--- config.mk ---
export PLATFORM = sky130hd
export DESIGN_NAME = fuzz_stim_gen
export DESIGN_NICKNAME = d
export VERILOG_FILES = /design/src/rtl/fuzz_stim_pkg.sv /design/src/rtl/fuzz_lfsr64.sv /design/src/rtl/fuzz_stim_gen.sv
export SDC_FILE = /design/constraint.sdc
export NUM_CORES = 1
export LEC_CHECK = 0
export CORE_ASPECT_RATIO = 1.1
export CORE_MARGIN = 2
export CORE_UTILIZATION = 55
export CTS_BUF_LIST = sky130_fd_sc_hd__clkbuf_8
export CTS_CLUSTER_SIZE = 16
export DETAILED_ROUTE_END_ITERATION = 7
export MAX_ROUTING_LAYER = met4
export PLACE_DENSITY = 0.84
export SLEW_MARGIN = 5
export SYNTH_ARGS = -nofsm -noshare
export SYNTH_HDL_FRONTEND = slang
export SYNTH_SLANG_ARGS = --single-unit
--- constraint.sdc ---
create_clock -name clk -period 6.4 [get_ports clk]
set_input_delay 0.64 -clock clk [delete_from_list [all_inputs] [get_ports clk]]
set_output_delay 0.64 -clock clk [all_outputs]
set_load 0.02 [all_outputs]
--- src/rtl/fuzz_stim_pkg.sv ---
// Shared types and constants for the fuzz stimulus generator: FSM states,
// LFSR taps, stimulus bus slice bounds and the zero-seed substitute.
package fuzz_stim_pkg;

   typedef enum logic [1:0] {
      ST_IDLE,
      ST_RUN,
      ST_DONE
   } state_e;

   // Taps at bits 63, 62, 60 and 59 of the left-shifting Fibonacci LFSR
   localparam logic [63:0] LFSR_TAPS = 64'hD800_0000_0000_0000;

   localparam int W0_LO = 0;
   localparam int W0_HI = 10;
   localparam int W1_LO = 11;
   localparam int W1_HI = 23;
   localparam int W2_LO = 24;
   localparam int W2_HI = 43;
   localparam int W3_LO = 44;
   localparam int W3_HI = 63;

   localparam logic [63:0] ZERO_SEED_SUB = 64'h0000_0000_0000_0001;

   function automatic logic [63:0] seed_guard(input logic [63:0] s);
      return (s == '0) ? ZERO_SEED_SUB : s;
   endfunction

   function automatic logic [63:0] lfsr_next(input logic [63:0] s);
      return {s[62:0], ^(s & LFSR_TAPS)};
   endfunction

endpackage

--- src/rtl/fuzz_lfsr64.sv ---
// 64-bit seeded Fibonacci LFSR. A load combined with an advance loads the
// seed and steps it once in the same edge; zero seeds are replaced by 1.
module fuzz_lfsr64 import fuzz_stim_pkg::*; #(
   parameter logic [63:0] SEED = 64'h0000_0000_0000_0001
) (
   input  logic        clk,
   input  logic        rst,
   input  logic        load_i,
   input  logic [63:0] seed_i,
   input  logic        advance_i,
   output logic [63:0] state_o
);

   logic [63:0] state_q;
   logic [63:0] loaded;

   assign loaded  = seed_guard(seed_i);
   assign state_o = state_q;

   always_ff @(posedge clk) begin
      if (rst) begin
         state_q <= seed_guard(SEED);
      end else if (load_i) begin
         state_q <= advance_i ? lfsr_next(loaded) : loaded;
      end else if (advance_i) begin
         state_q <= lfsr_next(state_q);
      end
   end

endmodule

--- src/rtl/fuzz_stim_gen.sv ---
// Reproducible stimulus source: start/busy/done handshake, vector counter and
// registered wire buses. Optional macro FUZZ_STIM_CORNER_EN prepends zero/one vectors.
module fuzz_stim_gen import fuzz_stim_pkg::*; #(
   parameter logic [63:0] SEED  = 64'h0000_0000_0000_0001,
   parameter int          CNT_W = 16
) (
   input  logic             clk,
   input  logic             rst,
   input  logic             start,
   input  logic             seed_load,
   input  logic [63:0]      seed,
   input  logic [CNT_W-1:0] num_vec,
   output logic             busy,
   output logic             done,
   output logic             vec_valid,
   output logic [CNT_W-1:0] vec_idx,
   output logic [10:0]      wire0,
   output logic [12:0]      wire1,
   output logic [19:0]      wire2,
   output logic [19:0]      wire3
);

`ifdef FUZZ_STIM_CORNER_EN
   localparam bit CORNER_EN = 1'b1;
`else
   localparam bit CORNER_EN = 1'b0;
`endif

   state_e           state_q;
   logic [CNT_W-1:0] numVec_q;
   logic [CNT_W-1:0] vecIdx_q;
   logic             busy_q;
   logic             done_q;
   logic             valid_q;
   logic [10:0]      wire0_q;
   logic [12:0]      wire1_q;
   logic [19:0]      wire2_q;
   logic [19:0]      wire3_q;

   logic [63:0]      lfsrState;
   logic [63:0]      lfsrBase;
   logic             lfsrLoad;
   logic             idleGo;
   logic             isLast;
   logic             advance;
   logic [CNT_W-1:0] emitIdx;
   logic [63:0]      vec_d;

   // The vector registered on an edge is the LFSR's next value, taken from
   // the freshly loaded seed when seed_load coincides with start.
   always_comb begin
      lfsrLoad = (state_q == ST_IDLE) && seed_load;
      lfsrBase = lfsrLoad ? seed_guard(seed) : lfsrState;
      idleGo   = (state_q == ST_IDLE) && start && (num_vec != '0);
      isLast   = (vecIdx_q == numVec_q - CNT_W'(1));
      emitIdx  = idleGo ? '0 : vecIdx_q + CNT_W'(1);
      vec_d    = lfsr_next(lfsrBase);
      advance  = idleGo || ((state_q == ST_RUN) && !isLast);
      if (CORNER_EN && (emitIdx < CNT_W'(2))) begin
         vec_d   = (emitIdx == '0) ? '0 : '1;
         advance = 1'b0;
      end
   end

   fuzz_lfsr64 #(.SEED(SEED)) u_lfsr (
      .clk       (clk),
      .rst       (rst),
      .load_i    (lfsrLoad),
      .seed_i    (seed),
      .advance_i (advance),
      .state_o   (lfsrState)
   );

   always_ff @(posedge clk) begin
      if (rst) begin
         state_q  <= ST_IDLE;
         numVec_q <= '0;
         vecIdx_q <= '0;
         busy_q   <= 1'b0;
         done_q   <= 1'b0;
         valid_q  <= 1'b0;
         wire0_q  <= '0;
         wire1_q  <= '0;
         wire2_q  <= '0;
         wire3_q  <= '0;
      end else begin
         case (state_q)
            ST_IDLE: begin
               done_q <= 1'b0;
               if (start) begin
                  numVec_q <= num_vec;
                  if (num_vec != '0) begin
                     state_q  <= ST_RUN;
                     busy_q   <= 1'b1;
                     valid_q  <= 1'b1;
                     vecIdx_q <= '0;
                     wire0_q  <= vec_d[W0_HI:W0_LO];
                     wire1_q  <= vec_d[W1_HI:W1_LO];
                     wire2_q  <= vec_d[W2_HI:W2_LO];
                     wire3_q  <= vec_d[W3_HI:W3_LO];
                  end else begin
                     state_q <= ST_DONE;
                     done_q  <= 1'b1;
                  end
               end
            end
            ST_RUN: begin
               if (isLast) begin
                  state_q <= ST_DONE;
                  busy_q  <= 1'b0;
                  valid_q <= 1'b0;
                  done_q  <= 1'b1;
               end else begin
                  vecIdx_q <= emitIdx;
                  wire0_q  <= vec_d[W0_HI:W0_LO];
                  wire1_q  <= vec_d[W1_HI:W1_LO];
                  wire2_q  <= vec_d[W2_HI:W2_LO];
                  wire3_q  <= vec_d[W3_HI:W3_LO];
               end
            end
            ST_DONE: begin
               state_q <= ST_IDLE;
               done_q  <= 1'b0;
            end
            default: state_q <= ST_IDLE;
         endcase
      end
   end

   assign busy      = busy_q;
   assign done      = done_q;
   assign vec_valid = valid_q;
   assign vec_idx   = vecIdx_q;
   assign wire0     = wire0_q;
   assign wire1     = wire1_q;
   assign wire2     = wire2_q;
   assign wire3     = wire3_q;

endmodule

==> results of run 1 <==
[state kept, by name (all words and copies together) (netlist names)]
signal / count
vec_idx: 16
wire1: 13
done: 1
wire0: 11
numVec_q: 16
wire2: 20
state_q: 2
vec_valid: 1
wire3: 20
u_lfsr.state_o: 64
[cell families after synthesis]
kind of cell               share of synthesized area, %
muxes                                              15.7
xor gates and xnor gates                           2.28
DFF                                                38.8
buffers and inverters                              5.94
adders and majority gates                         0.739
and+or+nand+nor                                    19.0
AOI/OAI and AO/OA                                  17.5
[cell type report]
type                    instances  area, sq um
well taps                     196          245
clock inverters                14          163
repair buffers                174         1740
multi-input cells             727         4700
fillers                      1236         4630
flip-flops and latches        164         3280
inverters                      12         45.0
clock buffers                  18          248
[worst reg2reg max path, cell delays in order (launching register included)]
cell and delay, ns:
dfxtp_1 0.39, inv_1 0.08, ha_1 0.26, or3b_2 0.53, or4b_1 0.51, xnor2_1 0.14, nor4_1 0.41, nand4_4 0.25
a21boi_4 0.87, buf_12 0.47, mux2i_1 0.29, o22ai_1 0.11
[placed cells by master, fill, tap and decap left out, types with 8 or more instances in the layout]
cell	Yosys	final
nand3_1	17	17
nor4_1	26	26
nor2_1	77	77
a21oi_1	41	41
clkbuf_8	0	18
nor3_1	14	14
inv_1	12	14
clkdlybuf4s50_1	0	165
xnor2_1	14	14
mux2i_1	128	128
xor2_1	8	8
dfxtp_1	164	164
o22ai_1	62	62
a311oi_1	68	68
nand2_1	178	177
[routing by layer]
layer  track usage, %  vias up  wire (microns)
met2             47.0      327           11300
li1                 -     3854               -
met3             6.42       81            1790
met5                -        -               0
met4             13.9        0             920
met1             36.7     3899            9890
[worst min path at each step]
stage                 startpoint      endpoint  slack, ns  cells past startpoint
floorplan           numVec_q[15]  numVec_q[15]       0.45                      2
global placement    numVec_q[15]  numVec_q[15]       0.48                      2
detailed placement  numVec_q[15]  numVec_q[15]       0.49                      2
CTS                 numVec_q[15]  numVec_q[15]       0.50                      2
global route           wire3[13]     wire3[13]       0.52                      2
finish              numVec_q[15]  numVec_q[15]       0.49                      2
[through the flow]
stage	power (W)	std cells
after global routing	0.00320	1305
after CTS	0.00305	1305
final	0.00305	1305
after global placement	0.00225	1273
after floorplan	0.00196	992
after detailed placement	0.00228	1273
[power breakdown]
group          internal (W)  total [W]  leakage (nW)  switching (W)
sequential          0.00116    0.00127          1.35       0.000109
combinational      0.000446    0.00100          2.39       0.000554
clock              0.000394   0.000786         0.211       0.000393
total               0.00200    0.00305          3.95        0.00106
==> metrics.md, run 1 <==
| Metric | Value |
|---|---|
| Synth Flop Type | dfxtp_1 |
| Synth Warn # | 0 |
| Final period util | between 60% and 70% |
| Reg2reg start | numVec_q[0] |
| Number of DRC markers in iteration 0 | 630 |
| GRT Residual Overflow | 0 |
| DRT antenna net count | 0 |
| Worst setup path startpoint | numVec_q[0] |
| R2r endpoint | u_lfsr.state_o[43] |
| Crit-path max cell delay | 0.87 ns |
| Peak supply drop | roughly 170 uV |
| Vias post-DR | 8,161 |
| Top-Level Pins | 167 |
| Tmin final | approximately 4.5 ns |
| Post-synth EDFFs | 0 |
| Core box area | between 15,000 and 20,000 sq um |
| Critical Path AT | 4.78 ns |
| Final setup fails | 0 |
| Crit path max-delay cell type | a21boi_4 |
| CTS Buf Count | 17 |
| Pins over their slew limit | 0 |
| Syn nets | about 1,100 |
| Worst-path maximum fanout | between 60 and 70 |
| PwrDens | approximately 290 nW/um^2 |
| Seq/Total Area, Yosys | roughly 39% |
| Synth Register Bits | between 150 and 200 |
| Ys async rst share | 0% |
| Clk sinks | 164 |
| Placement Rows | 47 |
| CP Capture Type | register |
| Commonest cells in the netlist | 178 x nand2_1, 164 x dfxtp_1, 128 x mux2i_1 |
| Share of the synthesized area in the top cell type | roughly two fifths |
| Residual DRC count | 0 |
| CTS root buffer | clkbuf_8 |
| Initial Util | roughly 56% |
| Post-synth cell types | 57 |
| Outcome | completed |
| Fin util | roughly 69% |
| Fmax | about 220 MHz |
| Pin count of the biggest net entering global routing | 89 |
| R2r worst-path depth | 11 |
| Synth-to-layout area growth | 23.2% |
| Worst reg-to-reg setup slack | roughly 1.9 ns |
| Top-count cell post-synth | nand2_1 |
| Instance count on the critical path | 11 |
| Synth area leaders | dfxtp_1 39%, mux2i_1 15%, nand2_1 7.9% |
| Cts repair resizes | 0 |
| Initial antenna violation count | 0 |
| WL/cell | approximately 18 microns |
| Clk buf depth | 2 |
| Post-synthesis cell count | 992 |
| Netlist area before placement | between 8000 and 9000 sq um |
| Hold_buf cts | 0 |
| Clock Latency Late Sink | roughly 0.47 ns |
| Placed Area | 10,000 sq um |
| Clock slew at reported path FFs | around 0.080 ns |
| RSZ-0062 raised after global routing | no |
| Crit path max-delay family | simple AND/OR/NAND/NOR gates |
| Setup CP Type | register to register |
| Gr usage total | between 20% and 30% |
| Worst-Margin Slew | between 1 and 1.5 ns |
| Die X-Extent | between 100 and 150 microns |
| Final setup TNS | 0 ns |
| Crit path required time | between 6 and 7 ns |
| Clk_skew | 0.0148 ns |
| Vias in the first global route | 7,633 |
| First drt pass iteration count | 5 |
| Final Hold Fails | 0 |
| Setup WS post-layout | between 1.5 and 2 ns |
| CP Buf/Inv Count | 2 |
| Mapped Avg Cell Area | approximately 8.5 sq um |
| Antenna cells | 0 |
| Final #Nets | between 1,000 and 1,500 |
| Worst slew margin | between 20% and 30% |
| Crit path capture | u_lfsr.state_o[43] |
| Die Footprint | 16,400 sq um |
| Hpwl dp | around 16,000 microns |
| Total wire length | ~24,000 microns |
| Global-route wire length before repair | 38,400 microns |
| Worst-path cell chain | inv_1, ha_1, or3b_2, or4b_1, xnor2_1, nor4_1, nand4_4, a21boi_4, buf_12, mux2i_1, o22ai_1 |
| Vias/cell | between 6 and 7 |
| Type of the worst min-delay path | register to register |
| Worst slack, placed | 1.97 ns |
| Hold slack | about 0.49 ns |
| Die H | 134 microns |
| Placer Congestion | ~0.99 |
| CTS HTree Levels | 4 |
| Max-Cap Viols | 0 |
| Layout cells sized above 1 | 4.78% |
| # Post-CTS Setup Buffers | 0 |
| Cell leakage power | approximately 3.9 nW |
| Leading area contributor after synthesis | dfxtp_1 |
| Final instance area | approximately 10,000 sq um |
| CTS tree | yes |
| Nature of the critical path startpoint | register |
| # port buffers | about 170 |
Note: power is estimated with default switching activity, not from simulation.
==> run 2: changes to the inputs <==
Settings changed: CORE_UTILIZATION 55 to 54, PLACE_DENSITY 0.84 to 0.83.
Clock period 6.4 ns to 4.2 ns, I/O delays scaled along.
==> metrics.md, run 2 (synthesized netlist as in run 1, its figures left out) <==
| Metric | Value |
|---|---|
| Outcome | completed (unchanged) |
| Power Internal | 0.00303 W (was 0.00200 W) |
| Clk buf depth | 2 (unchanged) |
| GRT Residual Overflow | 0 (unchanged) |
| DRT antenna net count | 0 (unchanged) |
| CTS tree | yes (unchanged) |
| Clock slew at reported path FFs | 0.09 ns (was 0.08 ns) |
| # Post-CTS Setup Buffers | 0 (unchanged) |
| Nature of the critical path startpoint | register (unchanged) |
| Synth-to-layout area growth | 24.5% (was 23.2%) |
| P_sw | 0.00159 W (was 0.00106 W) |
| Pins over their slew limit | 0 (unchanged) |
| Core box area | 15,500 sq um (was 15,100 sq um) |
| Crit path max-delay cell type | or3b_2 (was a21boi_4) |
| Clk sinks | 164 (unchanged) |
| CTS root buffer | clkbuf_8 (unchanged) |
| Sw frac | 34.4% (was 34.6%) |
| Total wire length | 24,000 microns (was 23,900 microns) |
| Worst Hold Depth | 2 (unchanged) |
| HP Start | numVec_q[14] (was numVec_q[15]) |
| Fmax | 252 MHz (was 224 MHz) |
| Global-route wire length before repair | 38,400 microns (about the same) |
| RSZ-0062 raised after global routing | no (unchanged) |
| PwrDens | 438 nW/um^2 (was 293 nW/um^2) |
| Combinational power share | 34.2% (was 32.7%) |
| Number of DRC markers in iteration 0 | 618 (was 630) |
| Final #Nets | 1,197 (was 1,185) |
| R2r endpoint | u_lfsr.state_o[46] (was u_lfsr.state_o[43]) |
| Die H | 135 microns (was 134 microns) |
| Initial Util | 54.6% (was 56.2%) |
| Hold slack | 0.491 ns (was 0.495 ns) |
| Worst-Margin Slew | 0.886 ns (was 1.09 ns) |
| Cell leakage power | 4.01 nW (was 3.95 nW) |
| Clk_skew | 0.00984 ns (was 0.0148 ns) |
| Worst-path maximum fanout | 30 (was 66) |
| Placer Congestion | 0.911 (was 0.991) |
| Commonest non-fill, non-tap cell in the layout | nand2_1 (unchanged) |
| Final setup fails | 0 (unchanged) |
| Initial antenna violation count | 0 (unchanged) |
| Tmin final | 3.97 ns (was 4.46 ns) |
| Vias/cell | 6.13 (was 6.25) |
| Final setup TNS | 0 ns (unchanged) |
| # port buffers | 166 (unchanged) |
| Crit-path max cell delay | 0.54 ns (was 0.87 ns) |
| Placement Rows | 48 (was 47) |
| Sequential share of power | 41.7% (was 41.5%) |
| Peak supply drop | 252 uV (was 167 uV) |
| Setup CP Type | register to register (unchanged) |
| Cts repair resizes | 0 (unchanged) |
| CTS HTree Levels | 4 (unchanged) |
| Residual DRC count | 0 (unchanged) |
| Worst-path cell chain | inv_1, ha_1, or3b_2, or4b_1, xnor2_1, nor4_1, nand4_4, a21boi_4, buf_12, mux2i_1, o22ai_1 (unchanged) |
| CP Capture Type | register (unchanged) |
| CTS Buf Count | 17 (unchanged) |
| Hold_buf cts | 0 (unchanged) |
| Antenna cells | 0 (unchanged) |
| Crit path required time | 4.51 ns (was 6.72 ns) |
| WL/cell | 18.2 microns (was 18.3 microns) |
| First drt pass iteration count | 7 (was 5) |
| Worst setup path startpoint | numVec_q[0] (unchanged) |
| Gr usage total | 29.6% (was 30.0%) |
| Top-Level Pins | 167 (unchanged) |
| Layout cells sized above 1 | 5.63% (was 4.78%) |
| Largest register FFs | 64 (unchanged) |
| Worst slew margin | 40.4% (was 27.1%) |
| Pin count of the biggest net entering global routing | 64 (was 89) |
| Final period util | 94.5% (was 69.7%) |
| Vias in the first global route | 7,594 (was 7,633) |
| Vias post-DR | 8,090 (was 8,161) |
| Die Footprint | 16,700 sq um (was 16,400 sq um) |
| Filler Cells Inserted | 1,256 (was 1,236) |
| Die X-Extent | 123 microns (was 122 microns) |
| Hpwl dp | 16,400 microns (was 16,200 microns) |
| Most frequent cells in the layout | 177 x nand2_1, 165 x clkdlybuf4s50_1, 164 x dfxtp_1, 128 x mux2i_1, 77 x nor2_1 (unchanged) |
| Hold endpoint | numVec_q[14] (was numVec_q[15]) |
| Critical Path AT | 4.28 ns (was 4.78 ns) |
| Clock share of power | 24.1% (was 25.7%) |
| Worst reg-to-reg setup slack | 0.23 ns (was 1.94 ns) |
| Clock Latency Late Sink | 0.45 ns (was 0.47 ns) |
| R2r worst-path depth | 11 (unchanged) |
| Fin util | 68.0% (was 69.3%) |
| Type of the worst min-delay path | register to register (unchanged) |
| Reg2reg start | numVec_q[0] (unchanged) |
| Max-Cap Viols | 0 (unchanged) |
| Final Hold Fails | 0 (unchanged) |
==> run 2: worst max-delay path by stage <==
stage	end	slack, ns	depth (start not counted)
2_1_floorplan	u_lfsr.state_o[44]	0.77	13
3_3_place_gp	u_lfsr.state_o[57]	0.46	11
3_5_place_dp	u_lfsr.state_o[55]	0.35	11
4_1_cts	u_lfsr.state_o[46]	0.26	11
5_1_grt	u_lfsr.state_o[55]	0.02	11
6_report	u_lfsr.state_o[46]	0.23	11
==> run 2: metal layers <==
| metal | global-route usage [%] | vias to the layer above | wire (microns) |
|---|---|---|---|
| met3 | 7.87 | 59 | 1800 |
| met2 | 47.6 | 327 | 11700 |
| met5 | - | - | 0 |
| met1 | 35.2 | 3839 | 9850 |
| met4 | 11.2 | 0 | 667 |
| li1 | - | 3865 | - |
==> run 2: power by group through the flow <==
stage	combinational (W)	sequential [W]	clock, W
final	0.00158	0.00192	0.00111
after global routing	0.00171	0.00195	0.00119
after CTS	0.00157	0.00192	0.00112
after detailed placement	0.00156	0.00195	0
after global placement	0.00153	0.00195	0
after floorplan	0.000951	0.00204	0
==> run 2: cell type report <==
| class | instances | area (sq um) | area share [%] |
|---|---|---|---|
| multi-input combinational | 727 | 4700 | 44.6 |
| sequential | 164 | 3280 | 31.2 |
| timing repair buffer | 186 | 1880 | 17.9 |
| clock buffer | 19 | 262 | 2.48 |
| tap | 200 | 250 | 2.38 |
| clock inverter | 11 | 114 | 1.08 |
| inverter | 12 | 45.0 | 0.428 |
==> run 2: worst max-delay path, delay by kind of cell, from the launching register on <==
kind,cells,cell delay (ns)
AOI/OAI and AO/OA,2,0.61
and+or+nand+nor,4,1.73
DFF,1,0.39
buffers and inverters,2,0.38
xor gates and xnor gates,1,0.14
adders and majority gates,1,0.28
muxes,1,0.27
==> run 2: through the flow <==
stage / instances / power, W / cell area, sq um / worst slack (ns)
final: 1319 / 0.00461 / 10500 / 0.232
after global routing: 1319 / 0.00484 / 10500 / 0.0222
after CTS: 1319 / 0.00461 / 10500 / 0.265
after detailed placement: 1289 / 0.00352 / 10200 / 0.351
after global placement: 1289 / 0.00348 / 10200 / 0.460
after floorplan: 992 / 0.00299 / 8460 / 0.769
